--- src/rtl/reg_dump_uart.sv ---
// reg_dump_uart: walks reg_sel over the CPU register file and streams a header byte
// plus every register (MSB byte first) out of a UART 8N1 line.
module reg_dump_uart #(
  parameter int BAUD_DIV = 434,
  parameter int NUM_REGS = 32,
  parameter logic [7:0] HEADER = 8'hA5
) (
  input  logic        clk,
  input  logic        rstn,
  input  logic        start,
  input  logic [31:0] reg_data,
  output logic [4:0]  reg_sel,
  output logic        tx,
  output logic        busy,
  output logic        done
);
  localparam int BW = $clog2(BAUD_DIV);
  typedef enum logic [2:0] {IDLE, HDR, SEL, LATCH, SEND, NEXT, DONE} state_t;
  state_t state, state_n;
  logic [BW-1:0] baud_cnt;
  logic [3:0] bit_cnt;
  logic [1:0] byte_idx;
  logic [31:0] hold;
  logic [7:0] cur_byte;
  logic shifting, tick, byte_end, tx_n;
  assign shifting = state == HDR || state == SEND;
  assign tick = shifting && baud_cnt == BW'(BAUD_DIV - 1);
  assign byte_end = tick && bit_cnt == 4'd9;
  // hold shifts left per byte so the outgoing byte is always its top 8 bits
  assign cur_byte = state == HDR ? HEADER : hold[31:24];
  always_ff @(posedge clk or negedge rstn)
    if (!rstn) state <= IDLE;
    else state <= state_n;
  always_comb begin
    state_n = state;
    case (state)
      IDLE:    state_n = start ? HDR : IDLE;
      HDR:     state_n = byte_end ? SEL : HDR;
      SEL:     state_n = LATCH;
      LATCH:   state_n = SEND;
      SEND:    state_n = byte_end && byte_idx == 2'd3 ? NEXT : SEND;
      NEXT:    state_n = reg_sel == 5'(NUM_REGS - 1) ? DONE : SEL;
      default: state_n = IDLE;
    endcase
  end
  always_comb begin
    tx_n = !shifting || bit_cnt == 4'd9 || (bit_cnt != 4'd0 && cur_byte[3'(bit_cnt - 4'd1)]);
    busy = state != IDLE && state != DONE;
    done = state == DONE;
  end
  always_ff @(posedge clk or negedge rstn) begin
    if (!rstn) begin
      baud_cnt <= '0;
      bit_cnt  <= '0;
      byte_idx <= '0;
      hold     <= '0;
      reg_sel  <= '0;
      tx       <= 1'b1;
    end else begin
      tx <= tx_n;
      baud_cnt <= tick || !shifting ? '0 : baud_cnt + 1'b1;
      if (tick) bit_cnt <= byte_end ? 4'd0 : bit_cnt + 4'd1;
      if (state == LATCH) begin
        hold     <= reg_data;
        byte_idx <= '0;
      end else if (state == SEND && byte_end) begin
        hold     <= {hold[23:0], 8'h00};
        byte_idx <= byte_idx + 2'd1;
      end
      if (state == NEXT && state_n == SEL) reg_sel <= reg_sel + 5'd1;
      else if (state == DONE) reg_sel <= '0;
    end
  end
endmodule
--- config.mk ---
export PLATFORM = sky130hd
export DESIGN_NAME = reg_dump_uart
export DESIGN_NICKNAME = d
export VERILOG_FILES = /design/src/rtl/reg_dump_uart.sv
export SDC_FILE = /design/constraint.sdc
export NUM_CORES = 1
export LEC_CHECK = 0
export ABC_AREA = 1
export CORE_MARGIN = 2
export CORE_UTILIZATION = 49
export DETAILED_ROUTE_END_ITERATION = 8
export HOLD_SLACK_MARGIN = 0.03
export PLACE_DENSITY = 0.87
export REMOVE_ABC_BUFFERS = 1
export SLEW_MARGIN = 15
export SYNTH_ARGS = -nofsm -noshare
export SYNTH_HDL_FRONTEND = slang
export SYNTH_SLANG_ARGS = --single-unit
export TNS_END_PERCENT = 5
--- constraint.sdc ---
create_clock -name clk -period 1.4 [get_ports clk]
set_input_delay 0.28 -clock clk [delete_from_list [all_inputs] [get_ports clk]]
set_output_delay 0.28 -clock clk [all_outputs]
set_load 0.01 [all_outputs]
**After elaboration in Yosys (flattened, before gate mapping)**

Index checks and enable logic that the tools add are counted.

- Flip-flop bits (word level): 56
- Input port bits: 35
- Output and inout port bits: 8
- Word-level logic and storage cells: 58

- Add/subtract/negate cells: 5
- Magnitude comparators: 1
- Equal/unequal tests: 12
- Mux-type cells: 16
- Reduce and logical (&&, ||, !) cells: 17

Operator list:

| kind | number |
|---|---|
| two-way mux 32 bit | 2 |
| one-hot mux 3 bit (6 select lines) | 1 |
| two-way mux 5 bit | 2 |
| adder 9 x 1 -> 9 bit, second input constant | 1 |
| == test 3 x 2 -> 1 bit, second input constant | 3 |
| == test 3 bit, second input constant | 3 |
| == test 9 bit, second input constant | 1 |
| two-way mux 9 bit | 1 |
| two-way mux 8 bit | 1 |
| logical AND 1 bit | 7 |
| two-way mux 2 bit | 3 |
| adder 5 x 1 -> 5 bit, second input constant | 1 |
| == test 5 bit, second input constant | 1 |
| adder 4 x 1 -> 4 bit, second input constant | 1 |
| == test 4 bit, second input constant | 1 |
| logical OR 1 bit | 4 |
| < comparator 3 x 4 -> 1 bit, second input constant | 1 |
| two-way mux 4 bit | 1 |
| nonzero test 2 bit | 2 |
| nonzero test 4 bit | 1 |
| binary-select mux 1 bit (select 3 bit) | 1 |
| == test 3 x 1 -> 1 bit, second input constant | 1 |
| logical NOT 3 bit | 1 |
| two-way mux 1 bit | 3 |
| other kinds (7) | 7 |

**Logic depth before layout (Yosys ltp)**

- Word-level depth: 10
- Depth in mapped cells: 12

**Least setup slack after synthesis**

No wires, ideal clock.

- Path type: register to register
- From: register reg_sel[0]
- To: register reg_sel[2]
- Arrival: 1.409 ns
- Setup slack: -0.153 ns
- Stages on the path, launching flop included: 9
- Path buffers: 0
- Cell sequence: dfrtp_1 > ha_1 > nand2_1 > nor2_1 > ha_1 > nor2_1 > nand2_1 > o21ai_0 > o32ai_1

- Cells in the longest elaborated chain, start to end: 6
- Elaborated cells on any way between the ends: 8
- Those cells by class: add/sub (1); eq/ne (2); mux (3); reduce/logical (2)

Ends and longest elaborated chain:

| item | line | RTL |
|---|---|---|
| start, declared | 12 | `output logic [4:0] reg_sel,` |
| start signal, assigned | 70 | `if (state == NEXT && state_n == SEL) reg_sel <= reg_sel + 5'd1;` |
| == test 5 bit | 42 | `NEXT: state_n = reg_sel == 5'(NUM_REGS - 1) ? DONE : SEL;` |
| two-way mux 3 bit | 42 |  |
| one-hot mux 3 bit (6 select lines) | 36 | `case (state)` |
| == test 3 x 2 -> 1 bit | 70 |  |
| logical AND 1 bit | 70 |  |
| two-way mux 5 bit or nonzero test 2 bit (tied branches) | n/a |  |

Parallel ways exist; a longest one is shown, timed or not.
A chain may end at the register's enable or synchronous reset.

**Final worst setup path**

- From: register bit_cnt[1]
- To: register hold[27]

- Cells in the longest elaborated chain, start to end: 4

Ends and longest elaborated chain:

| item | line | RTL |
|---|---|---|
| start, declared | 21 | `logic [3:0] bit_cnt;` |
| start signal, assigned | 62 | `if (tick) bit_cnt <= byte_end ? 4'd0 : bit_cnt + 4'd1;` |
| == test 4 bit | 28 | `assign byte_end = tick && bit_cnt == 4'd9;` |
| logical AND 1 bit | 28 |  |
| logical AND 1 bit | 66 | `end else if (state == SEND && byte_end) begin` |
| nonzero test 2 bit (no line) | n/a |  |
| end signal, assigned | 64 | `hold <= reg_data;` |
| end signal, assigned | 67 | `hold <= {hold[23:0], 8'h00};` |
| end, declared | 23 | `logic [31:0] hold;` |

Every way passes these cells.

==> metrics.md <==
| Metric | Value |
|---|---|
| Status | finished with violations |
| Failing checks | setup timing |
| Met1 WL | 3.215 mm |
| Clk Latency, worst-skew pair | 0.33 ns |
| Period utilization | 116.2% |
| Synth Cell Area | 2969 sq um |
| DRC | 0 |
| Starting Density | 50.45% |
| Number of clock sinks | 56 |
| Die W | 81.84 microns |
| Power Dens Cells | 615.7 nW/um^2 |
| Worst Setup Start Kind | flop |
| Cells after Synth | 353 |
| Die area | 6698 sq um |
| RSZ-0062 raised after global routing | true |
| Worst Max-Slew Pin Slew | 0.3524 ns |
| Avg Vias per Cell | 5.519 |
| Port buffer count | 42 |
| Crit-path max FO | 6 |
| Syn avg cell area | 8.411 sq um |
| Final Hold Vio Count | 0 |
| Hold Slack | 0.3806 ns |
| H-tree levels | 2 |
| Cell taking the most area after synthesis | dfrtp_1 |
| CTS tree | built |
| DR WL met3 | 348 microns |
| Fraction of layout cells with a size suffix above 1 | 33.56% |
| Synth cell types | 36 |
| # nets final | 490 |
| FF+latch count, synth | 56 |
| Wire per inst | 16.29 microns |
| Drt total wl | 8.502 mm |
| Post-route minimum period | 1.627 ns |
| Synth top area share | 46.35% |
| Detailed Route Iter0 Violations | 190 |
| First-pass DRT Iterations | 5 |
| Clock skew | 0.01142 ns |
| Post-route setup slack | -0.2267 ns |
| Final Setup Violations | 52 |
| Cell row count | 28 |
| Maximum clock frequency | 0.6147 GHz |
| Gpl congestion | 0.8030 |
| Relative max-transition margin | 76.50% |
| Detail Route Antenna Nets | 0 |
| Die H | 81.84 microns |
| Peak VDD IR | 0.7600 mV |
| Max-Cap Viols | 0 |
| Clock root buffer | clkbuf_8 |
| Overall Power | 2.697 mW |
| Antenna violations before repair | 0 |
| Highest metal used | met4 |
| Routed wl met2 | 4.608 mm |
| First-pass GRT wire length | 11.66 mm |
| Syn-to-layout area delta | 47.53% |
| Fillcell total | 392 |
| Clock transition at the registers of the reported paths | 0.11 ns |
| Worst path required time | 1.64 ns |
| Gr ovfl total | 0 |
| Dpl hpwl | 4.675 mm |
| Ports | 43 |
| DP Worst Slack | -0.2267 ns |
| Pin count of the biggest net entering global routing | 32 |
| ANT cells | 0 |
| Yosys warning count | 0 |
| CTS Buf Count | 5 |
| Leakage | 2.185 nW |
| Worst Path Arrival | 1.87 ns |
| Via count | 2,881 |
| Area contributors post-synth | dfrtp_1 (46%), nand2_1 (13%), nand3_1 (7.2%) |
| Fin Setup TNS | -7.020 ns |
| All-Layer GR Usage | 22.22% |
| Seq/Total Area, Yosys | 47.24% |
| Hold Path Class | input port to async pin |
| Setup crit end kind | flop |
| Final Max Tran Viols | 0 |
| Vias in the first global route | 2,701 |
| Setup CP Type | flop to flop |
| Clock Path Buffers | 2 |
| Area of the core | 5886 sq um |
## where the power goes
part	internal, mW	switching, mW	total, mW
clock network	0.360	0.582	0.943
registers	1.62	0	1.62
logic	0.0898	0.0479	0.138
total	2.07	0.630	2.70
## state kept, by name, summed over array words and instances (netlist names)
register and count:
reg_sel 5, tx 1, bit_cnt 4, state 3
byte_idx 2, baud_cnt 9, hold 32
## layout make-up
cell class	count	area (sq um)	area share [%]
Inverter	30	120.1	2.742
Clock buffer	5	68.82	1.571
Timing Repair Buffer	101	1017	23.22
Tap cell	75	93.84	2.142
Sequential cell	56	1404	32.05
Clock inverter	3	22.52	0.5141
Multi-Input combinational cell	252	1654	37.76
## kinds of logic after synthesis
family	after synthesis	synth area share [%]
adders and majority gates	9	3.793
and+or+nand+nor	190	28.78
xor gates and xnor gates	5	1.475
DFF	56	47.24
AOI/OAI and AO/OA	47	11.72
buffers and inverters	46	6.995
## critical path, stage by stage, from the launching register on
cell,delay [ns]
dfrtp_1,0.41
inv_2,0.11
ha_4,0.15
nand2_4,0.05
nor2_4,0.18
nand3_4,0.20
clkbuf_16,0.22
o211ai_1,0.22
## final timing paths
check	startpoint	endpoint	slack, ns	depth (start not counted)
min in group clk	reg_data[7]	hold[7]	0.47	3
worst max-delay path	bit_cnt[1]	hold[27]	-0.23	7
max in group asynchronous	rstn	tx	0.46	3
worst max register to register	bit_cnt[1]	hold[27]	-0.23	7
worst min-delay path	rstn	hold[2]	0.38	2
worst min register to register	hold[2]	hold[2]	0.51	2
## per-stage QoR
step	area [sq um]	utilization (%)	std cells
2_1_floorplan	2874	-	337
3_3_place_gp	3769	64.03	497
3_5_place_dp	3769	64.03	497
4_1_cts	3991	67.81	510
5_1_grt	4380	74.43	522
6_report	4380	74.43	522
## Yosys cell counts
cell      instances
a21oi_1           7
a31oi_1           1
buf_2             6
buf_4             1
buf_6             3
clkbuf_1          5
clkbuf_2          1
dfrtp_1          55
dfstp_2           1
ha_1              9
inv_1            25
inv_2             5
nand2_1         106
nand2_2           1
nand2_4           1
nand3_1          43
nand3_2           2
nand3_4           1
nand3b_1          1
nand4_1           1
nand4_2           1
nor2_1           23
nor2_2            3
nor2_8            1
nor3_1            4
nor3b_1           2
o211ai_1          9
o211ai_2         10
o21ai_0          13
o21ai_1           2
o21ai_2           1
o22ai_1           1
o31ai_1           2
o32ai_1           1
xnor2_1           1
xor2_1            4
## layer usage
| metal | vias up | GRT usage (%) |
|---|---|---|
| met1 | 1391 | 25.80 |
| met4 | 0 | 6.167 |
| met5 | - | 0 |
| met3 | 39 | 5.385 |
| met2 | 102 | 40.57 |
| li1 | 1349 | - |
## cells in the final DEF, fill, tap and decap left out, types with 11 or more instances in the layout
master	synthesis	final
nor2_1	23	16
dfrtp_1	55	54
nand3_1	43	30
nand2_1	106	98
nand3_2	2	14
clkdlybuf4s50_1	0	33
buf_6	3	11
inv_1	25	18
buf_4	1	39
## repair_timing
item | in CTS | in global routing
pin swaps | 5 | 12
endpoints found under the hold margin | 12 | 0
resized for setup | 45 | 62
cloned | 0 | 5
setup buffers | 4 | 8
setup endpoints to repair | 62 | 61
hold buffers | 1 | 0
No activity file was read; power rests on OpenSTA's default activity.
